==> config.mk <==
export PLATFORM = sky130hd
export DESIGN_NAME = alu4_exec
export DESIGN_NICKNAME = d
export VERILOG_FILES = /design/src/rtl/alu4_defs.sv /design/src/rtl/alu4_logic.sv /design/src/rtl/alu4_exec.sv
export SDC_FILE = /design/constraint.sdc
export NUM_CORES = 1
export LEC_CHECK = 0
export ABC_AREA = 1
export CORE_UTILIZATION = 45
export DETAILED_ROUTE_END_ITERATION = 10
export PLACE_DENSITY = 0.72
export SLEW_MARGIN = 20
export SYNTH_ARGS = -nofsm -noshare
export SYNTH_HDL_FRONTEND = slang
export SYNTH_HIERARCHICAL = 1
export SYNTH_SLANG_ARGS = --single-unit
export TNS_END_PERCENT = 20
==> constraint.sdc <==
create_clock -name clk -period 2.4 [get_ports clk]
set_input_delay 0.24 -clock clk [delete_from_list [all_inputs] [get_ports clk]]
set_output_delay 0.24 -clock clk [all_outputs]
set_load 0.02 [all_outputs]
==> src/rtl/alu4_defs.sv <==
// Shared definitions for the alu4 execution block and its bench.
// Holds opcode encodings, FSM state encodings and the flag bundle type.
package alu4_defs;

  localparam int unsigned OP_W = 3;

  // Opcode encodings
  localparam logic [OP_W-1:0] OP_ADD = 3'b000;
  localparam logic [OP_W-1:0] OP_SUB = 3'b001;
  localparam logic [OP_W-1:0] OP_AND = 3'b010;
  localparam logic [OP_W-1:0] OP_OR  = 3'b011;
  localparam logic [OP_W-1:0] OP_XOR = 3'b100;
  localparam logic [OP_W-1:0] OP_NOT = 3'b101;
  localparam logic [OP_W-1:0] OP_SHL = 3'b110;
  localparam logic [OP_W-1:0] OP_MUL = 3'b111;

  // FSM state encodings
  localparam int unsigned    ST_W    = 2;
  localparam logic [ST_W-1:0] ST_IDLE = 2'd0;
  localparam logic [ST_W-1:0] ST_BUSY = 2'd1;
  localparam logic [ST_W-1:0] ST_DONE = 2'd2;

  typedef enum logic [ST_W-1:0] {
    IDLE = ST_IDLE,
    BUSY = ST_BUSY,
    DONE = ST_DONE
  } state_e;

  // Condition flags travelling with each result
  typedef struct packed {
    logic c;
    logic z;
    logic v;
    logic n;
  } flags_t;

  // Only the multiply takes the iterative path through BUSY
  function automatic logic is_multi_cycle(logic [OP_W-1:0] op);
    return op == OP_MUL;
  endfunction

endpackage

==> src/rtl/alu4_logic.sv <==
// Combinational datapath for all single-cycle opcodes.
// Ports:
//   op     - opcode (MUL yields zero here; it is handled by the caller)
//   a, b   - operands
//   result - low result word
//   c      - carry / borrow / shifted-out bit
//   v      - signed overflow
module alu4_logic
  import alu4_defs::*;
#(
  parameter int unsigned WIDTH = 4
) (
  input  logic [OP_W-1:0]  op,
  input  logic [WIDTH-1:0] a,
  input  logic [WIDTH-1:0] b,
  output logic [WIDTH-1:0] result,
  output logic             c,
  output logic             v
);

  localparam int unsigned SW  = WIDTH + 1;
  localparam int unsigned MSB = WIDTH - 1;

  logic [SW-1:0]    sum;
  logic [WIDTH-1:0] diff;

  // Extra bit on the adder captures the unsigned carry-out
  assign sum  = SW'(a) + SW'(b);
  assign diff = a - b;

  // Opcode decode with flag generation
  always_comb begin
    result = '0;
    c      = 1'b0;
    v      = 1'b0;
    case (op)
      OP_ADD: begin
        result = sum[WIDTH-1:0];
        c      = sum[WIDTH];
        v      = (a[MSB] == b[MSB]) && (sum[MSB] != a[MSB]);
      end
      OP_SUB: begin
        result = diff;
        c      = (a < b);
        v      = (a[MSB] != b[MSB]) && (diff[MSB] != a[MSB]);
      end
      OP_AND: result = a & b;
      OP_OR:  result = a | b;
      OP_XOR: result = a ^ b;
      OP_NOT: result = ~a;
      OP_SHL: begin
        result = {a[WIDTH-2:0], 1'b0};
        c      = a[MSB];
      end
      default: begin
        result = '0;
      end
    endcase
  end

endmodule

==> src/rtl/alu4_exec.sv <==
// 4-bit ALU execution unit with valid/ready handshakes on both sides.
// Single-cycle ops complete one cycle after acceptance; MUL runs a
// WIDTH-iteration shift-add sequence in BUSY before reaching DONE.
// Ports:
//   clk, rst_n            - clock, async active-low reset
//   in_valid / in_ready   - request handshake (in_ready combinational from out_ready)
//   op, a, b              - request opcode and operands
//   out_valid / out_ready - result handshake
//   result, result_hi     - low / high result words (high only non-zero for MUL)
//   flag_c/z/v/n          - carry, zero, signed overflow, negative
module alu4_exec
  import alu4_defs::*;
#(
  parameter int unsigned WIDTH = 4
) (
  input  logic             clk,
  input  logic             rst_n,
  input  logic             in_valid,
  output logic             in_ready,
  input  logic [OP_W-1:0]  op,
  input  logic [WIDTH-1:0] a,
  input  logic [WIDTH-1:0] b,
  output logic             out_valid,
  input  logic             out_ready,
  output logic [WIDTH-1:0] result,
  output logic [WIDTH-1:0] result_hi,
  output logic             flag_c,
  output logic             flag_z,
  output logic             flag_v,
  output logic             flag_n
);

  localparam int unsigned PW = 2 * WIDTH;
  localparam int unsigned CW = (WIDTH > 1) ? $clog2(WIDTH) : 1;

  state_e           state_q, state_d;
  logic [PW-1:0]    acc_q, acc_d;
  logic [PW-1:0]    mcand_q, mcand_d;
  logic [WIDTH-1:0] mplier_q, mplier_d;
  logic [CW-1:0]    cnt_q, cnt_d;
  logic [WIDTH-1:0] result_q, result_d;
  logic [WIDTH-1:0] result_hi_q, result_hi_d;
  flags_t           flags_q, flags_d;
  logic             out_valid_q, out_valid_d;

  logic             accept;
  logic [PW-1:0]    acc_sum;
  logic [WIDTH-1:0] lg_result;
  logic             lg_c;
  logic             lg_v;

  // Single-cycle datapath works straight off the request inputs
  alu4_logic #(
    .WIDTH (WIDTH)
  ) u_logic (
    .op     (op),
    .a      (a),
    .b      (b),
    .result (lg_result),
    .c      (lg_c),
    .v      (lg_v)
  );

  // A finished result draining this cycle frees the slot for a new request
  assign in_ready = (state_q == IDLE) || ((state_q == DONE) && out_ready);
  assign accept   = in_valid && in_ready;

  // One shift-add step: add the shifted multiplicand when the current multiplier bit is set
  assign acc_sum = acc_q + (mplier_q[0] ? mcand_q : '0);

  // Next-state and datapath update
  always_comb begin
    state_d     = state_q;
    acc_d       = acc_q;
    mcand_d     = mcand_q;
    mplier_d    = mplier_q;
    cnt_d       = cnt_q;
    result_d    = result_q;
    result_hi_d = result_hi_q;
    flags_d     = flags_q;
    out_valid_d = out_valid_q;

    case (state_q)
      IDLE, DONE: begin
        if ((state_q == DONE) && out_ready) begin
          state_d     = IDLE;
          out_valid_d = 1'b0;
        end
        if (accept) begin
          if (is_multi_cycle(op)) begin
            state_d     = BUSY;
            out_valid_d = 1'b0;
            acc_d       = '0;
            mcand_d     = PW'(a);
            mplier_d    = b;
            cnt_d       = '0;
          end else begin
            state_d     = DONE;
            out_valid_d = 1'b1;
            result_d    = lg_result;
            result_hi_d = '0;
            flags_d.c   = lg_c;
            flags_d.z   = (lg_result == '0);
            flags_d.v   = lg_v;
            flags_d.n   = lg_result[WIDTH-1];
          end
        end
      end

      BUSY: begin
        acc_d    = acc_sum;
        mcand_d  = mcand_q << 1;
        mplier_d = mplier_q >> 1;
        cnt_d    = cnt_q + CW'(1);
        // Last iteration publishes the product directly from the adder
        if (cnt_q == CW'(WIDTH - 1)) begin
          state_d     = DONE;
          out_valid_d = 1'b1;
          result_d    = acc_sum[WIDTH-1:0];
          result_hi_d = acc_sum[PW-1:WIDTH];
          flags_d.c   = |acc_sum[PW-1:WIDTH];
          flags_d.z   = (acc_sum == '0);
          flags_d.v   = 1'b0;
          flags_d.n   = acc_sum[WIDTH-1];
        end
      end

      default: begin
        state_d     = IDLE;
        out_valid_d = 1'b0;
      end
    endcase
  end

  // State and output registers
  always_ff @(posedge clk or negedge rst_n) begin
    if (!rst_n) begin
      state_q     <= IDLE;
      acc_q       <= '0;
      mcand_q     <= '0;
      mplier_q    <= '0;
      cnt_q       <= '0;
      result_q    <= '0;
      result_hi_q <= '0;
      flags_q     <= '0;
      out_valid_q <= 1'b0;
    end else begin
      state_q     <= state_d;
      acc_q       <= acc_d;
      mcand_q     <= mcand_d;
      mplier_q    <= mplier_d;
      cnt_q       <= cnt_d;
      result_q    <= result_d;
      result_hi_q <= result_hi_d;
      flags_q     <= flags_d;
      out_valid_q <= out_valid_d;
    end
  end

  assign out_valid = out_valid_q;
  assign result    = result_q;
  assign result_hi = result_hi_q;
  assign flag_c    = flags_q.c;
  assign flag_z    = flags_q.z;
  assign flag_v    = flags_q.v;
  assign flag_n    = flags_q.n;

endmodule
==> metrics, run 1 <==
status completed; Adder-Cell Fraction of Synth Area 11.8%; Final setup viols 0; post-cts resize count 0; later-pin clock latency in the skew report 0.29 ns; Clk pin slew, worst setup/hold paths 0.07 ns; worst clock skew 0.00342 ns; YS warnings 6; final setup margin 0.225 ns; RSZ-0062 raised after global routing no; routability cong. 0.834; largest family of logic cells by synthesized area simple AND/OR/NAND/NOR gates; Placement Cell Area 3070 um^2; Final TNS setup 0 ns; largest net degree at the start of global routing 36; DRT antenna net count 0; VDD IR max 0.000645 V; Min-Delay Path Class in2async; Post-Place Setup Slack -0.0776 ns; Max FO, Critical Path 2; initial core utilization 47.2%; Pint 1.67 mW; post-detail-place hpwl 4.92 mm; drt wl/cell 13.3 um; area of the mapped netlist 2630 um^2; DRC viols 0; sw frac 43.0%; Logic pwr share 52.2%; hold_ws 0.355 ns; power per cell area 929 nW/um^2; Post-CTS Repair Setup Buffers 0; die area 6150 um^2; FF+latch count, synth 35; P_sw 1.26 mW; CTS Buf Count 5; Top Ports 29; CP Class in2reg; All-Layer GR Usage 23.5%; max-cap violations 0; Layout area overhead 20.0%; Critical Path RT 2.62 ns; clk sinks 35; Root Buffer clkbuf_8; async set-reset flop share out of synthesis 100%; Synth Flop Type dfrtp_1; die height 78.4 um; Distinct cells, synth 39; DR pass1 iterations 5; # diodes 0; Vias/cell 5.13; power share of the sequential group 32.9%; endpoint class of the critical path flop; Pwr Total 2.93 mW; P_leak 1.64 nW; Core Region 5570 um^2; register area share after synthesis 33.3%; Worst setup SP type input pin; Tcrit/Tclk final 90.6%; IO Port Bufs 28; Arrival @ worst endpoint 2.39 ns; M1 WL 3.21 mm; max-slew violation count 0; clock power share 14.9%; Total Routed Length 6.36 mm; Finished Cell Area 3150 um^2; R2R Setup Slk 0.30 ns; cells after synthesis 360; most frequent cells in the layout nand2_1 (99), inv_1 (45), dfrtp_1 (35), nor2_1 (34), nand3_1 (30); Rel. slew slack 70.4%; Die X 78.4 um; post-synthesis mux area share 0%; CTS tree built; Total Nets Final 443; Worst-Margin Slew 0.444 ns; H-tree lvl count 2; CTS Hold Buffers Added 0; met2 WL 2.86 mm; Synth Area in Compound Gates 8.76%; Tmin final 2.17 ns; commonest non-fill, non-tap cell in the layout nand2_1; global-route wire length before repair 11.2 mm; initial detailed-routing violation count 117; initial antenna violation count 0; overflow left after global routing 0; Post-Synthesis Net Count 398; layout cell share with drive strength beyond 1 12.1%; via count 2,447; Post-Synth Simple-Gate Area 34.7%; met3 WL 194 um; fillcell total 536; syn avg cell area 7.30 um^2; final hold viol count 0; EDFF count, synth 0; vias in the first global route 2,354; Highest Signal Layer met4; clk buf depth 2; Fmax 0.460 GHz; Post-Synth XOR/XNOR Area 1.00%; row count 27
power groups by stage:
stage          Combinational, mW  Clock [mW]  Sequential (mW)
3_5_place_dp                1.51           0            0.975
5_1_grt                     1.74       0.472            0.993
6_report                    1.53       0.437            0.966
4_1_cts                     1.53       0.444            0.965
2_1_floorplan               1.02           0             1.01
3_3_place_gp                1.49           0            0.967
final cells by class:
type	instances	area, um^2	share of cell area, %
Clock buffer	6	82.6	2.62
Multi-Input combinational cell	265	1480	46.8
Timing Repair Buffer	48	430	13.6
Clock inverter	1	5.00	0.159
Inverter	50	193	6.11
Tap cell	72	90.1	2.86
Sequential cell	35	876	27.8
Yosys cell counts (3+ instances only):
library cell	instances	share of area (%)
nand2_1	99	14
inv_1	45	6.4
dfrtp_1	35	33
nor2_1	34	4.9
nand3_1	30	5.7
ha_1	20	9.5
a21oi_1	11	2.1
o21ai_0	11	2.1
nand4_1	8	1.9
nor3_1	8	1.5
buf_2	5	0.95
nor2_2	5	1.2
nor3_2	4	1.5
o22ai_1	4	0.95
a22o_1	3	1.0
fa_1	3	2.3
nand2_2	3	0.71
or2_1	3	0.71
sequential cells by signal, indices dropped and copies added (netlist names):
signal     cells
mcand_q        8
result_hi      4
flag_v         1
mplier_q       4
flag_c         1
flag_n         1
flag_z         1
acc_q          8
result         3
state_q        2
cnt_q          2
stage by stage:
stage / std cells / utilization [%]
finish: 477 / 56.6
CTS: 477 / 56.6
global route: 477 / 56.6
detailed placement: 470 / 55.0
floorplan: 360 / -
global placement: 470 / 55.0
logic make-up after synthesis:
group,count (synthesis)
AND/OR/NAND/NOR,200
buffers and inverters,60
AO/OA/AOI/OAI,39
flip-flops,35
adder cells (fa/ha/maj),23
XOR/XNOR,3
per-layer routing:
layer	vias to the layer above	global-route usage, %
li1	1245	-
met2	42	36.6
met3	8	4.53
met4	0	5.37
met1	1152	33.7
met5	-	0
worst max-delay path, stage by stage:
cell,delay (ns)
clkdlybuf4s50_1,0.47
inv_1,0.06
ha_1,0.22
fa_1,0.38
or2_1,0.24
nand2_1,0.07
o21ai_1,0.05
nor2_1,0.08
nand2_1,0.07
nor4_1,0.27
a21oi_1,0.10
a21oi_1,0.15
path summary, 6_finish.rpt:
check	startpoint	end	depth (start not counted)
min in group clk	result_hi[3]$_DFFE_PN0P_	result_hi[3]$_DFFE_PN0P_	2
hold reg to reg	result_hi[3]$_DFFE_PN0P_	result_hi[3]$_DFFE_PN0P_	2
max in group asynchronous	rst_n	state_q[1]$_DFFE_PN0P_	2
setup reg to reg	mcand_q[0]$_DFFE_PN0P_	flag_c$_DFFE_PN0P_	15
hold / removal	rst_n	acc_q[5]$_DFFE_PN0P_	2
setup / recovery	a[0]	flag_z$_DFFE_PN0P_	12
No activity file was read; power rests on OpenSTA's default activity.
==> run 2: changes to the inputs <==
Settings changed: PLACE_DENSITY 0.72 to 0.7.
==> metrics, run 2 (synthesized netlist as in run 1, its figures left out) <==
RSZ-0062 raised after global routing no; DRC viols 0 (unchanged); Max FO, Critical Path 2 (unchanged); largest net degree at the start of global routing 36 (unchanged); Final TNS setup 0 ns (unchanged); Root Buffer clkbuf_8; global-route wire length before repair 11.2 mm (+0.37%); Worst Setup EP flag_z$_DFFE_PN0P_; Layout area overhead 20.0% (unchanged); via count 2,481 (+1.4%); IO Port Bufs 28 (unchanged); later-pin clock latency in the skew report 0.30 ns (about the same); Critical Path RT 2.63 ns (about the same); max-slew violation count 0 (unchanged); die height 78.4 um (unchanged); Core Region 5570 um^2 (unchanged); worst clock skew 0.00564 ns (+0.00223 ns); clock power share 14.8% (about the same); drt wl/cell 13.5 um (+0.99%); Logic pwr share 52.6% (+0.4 points); vias in the first global route 2,390 (+1.5%); Worst-Margin Slew 0.444 ns (+0.000272 ns); Tcrit/Tclk final 90.9% (+0.31 points); post-cts resize count 0 (unchanged); All-Layer GR Usage 23.7% (+0.17 points); status completed; R2R cell count 15 (unchanged); layout cell share with drive strength beyond 1 12.1% (unchanged); Total Nets Final 443 (unchanged); clk buf depth 2 (unchanged); CP Class in2reg; Die X 78.4 um (unchanged); post-detail-place hpwl 5.00 mm (+1.5%); DRT antenna net count 0 (unchanged); die area 6150 um^2 (unchanged); Pint 1.67 mW (about the same); P_leak 1.64 nW (unchanged); routability cong. 0.971 (+16%); Vias/cell 5.20 (+1.4%); row count 27 (unchanged); Post-CTS Repair Setup Buffers 0 (unchanged); sw frac 43.3% (+0.38 points); R2R Setup Slk 0.28 ns (-0.02 ns); CTS Buf Count 5 (unchanged); CTS tree built; Tmin final 2.18 ns (+0.00753 ns); CTS Hold Buffers Added 0 (unchanged); Final setup viols 0 (unchanged); Total Routed Length 6.42 mm (+0.99%); power per cell area 936 nW/um^2 (+0.76%); overflow left after global routing 0 (unchanged); initial detailed-routing violation count 175 (+50%); Rel. slew slack 70.4% (about the same); most frequent cells in the layout nand2_1 (99), inv_1 (45), dfrtp_1 (35), nor2_1 (34), nand3_1 (30); endpoint class of the critical path flop; reg2reg start mcand_q[0]$_DFFE_PN0P_; Arrival @ worst endpoint 2.41 ns (+0.02 ns); capturing point of the worst reg2reg path flag_c$_DFFE_PN0P_; final hold viol count 0 (unchanged); VDD IR max 0.000607 V (-5.8%); P_sw 1.28 mW (+1.6%); Worst setup SP type input pin; commonest non-fill, non-tap cell in the layout nand2_1; DR pass1 iterations 4 (-1); clk sinks 35 (unchanged); fillcell total 539 (+0.56%); initial core utilization 47.2% (unchanged); Fmax 0.458 GHz (-0.35%); Min-Delay Path Class in2async; # diodes 0 (unchanged); power share of the sequential group 32.5% (-0.4 points); Largest regs acc_q x8, mcand_q x8; initial antenna violation count 0 (unchanged); max-cap violations 0 (unchanged); H-tree lvl count 2 (unchanged); Critical Path Start a[0]; Core Util, Final 56.6% (unchanged); Clk pin slew, worst setup/hold paths 0.07 ns (about the same); Top Ports 29 (unchanged)
==> run 2: cell type report <==
type                    instances  area [um^2]  share of cell area (%)
repair buffers                 48          430                    13.6
clock inverters                 1         5.00                   0.159
multi-input cells             265         1480                    46.8
clock buffers                   6         82.6                    2.62
inverters                      50          193                    6.11
well taps                      72         90.1                    2.86
flip-flops and latches         35          876                    27.8
==> run 2: critical path: stages <==
cell and delay [ns]:
clkdlybuf4s50_1 0.47, inv_1 0.06, ha_1 0.23, fa_1 0.38, or2_1 0.25, nand2_1 0.07
o21ai_1 0.05, nor2_1 0.09, nand2_1 0.07, nor4_1 0.26, a21oi_1 0.10, a21oi_1 0.14
==> run 2: metal layers <==
layer / global-route usage (%) / part of all wire (%) / up-vias
li1: - / - / 1246
met1: 33.3 / 48 / 1160
met2: 36.4 / 45 / 67
met3: 3.95 / 5.0 / 8
met4: 8.89 / 1.7 / 0
met5: 0 / 0 / -
==> run 2: worst min-delay path by stage <==
stage,to,depth (start not counted)
after global routing,acc_q[4]$_DFFE_PN0P_,2
after CTS,acc_q[1]$_DFFE_PN0P_,2
final,acc_q[5]$_DFFE_PN0P_,2
after detailed placement,acc_q[3]$_DFFE_PN0P_,2
after floorplan,acc_q[0]$_DFFE_PN0P_,0
after global placement,acc_q[0]$_DFFE_PN0P_,2
==> run 2: power by group through the flow <==
stage	registers (mW)	logic [mW]	clock network, mW
final	0.961	1.55	0.437
after global routing	0.989	1.76	0.468
after CTS	0.963	1.56	0.448
after detailed placement	0.974	1.54	0
after global placement	0.962	1.50	0
after floorplan	1.01	1.02	0
==> run 2: metrics by stage <==
stage	hold WS, ns	cell area, um^2	setup WS, ns	std cells	power [mW]
2_1_floorplan	-0.0556	2630	0.498	360	2.03
3_3_place_gp	0.464	3070	-0.0480	470	2.47
3_5_place_dp	0.468	3070	-0.0892	470	2.51
4_1_cts	0.367	3150	0.218	477	2.97
5_1_grt	0.393	3150	0.0533	477	3.21
6_report	0.353	3150	0.218	477	2.95
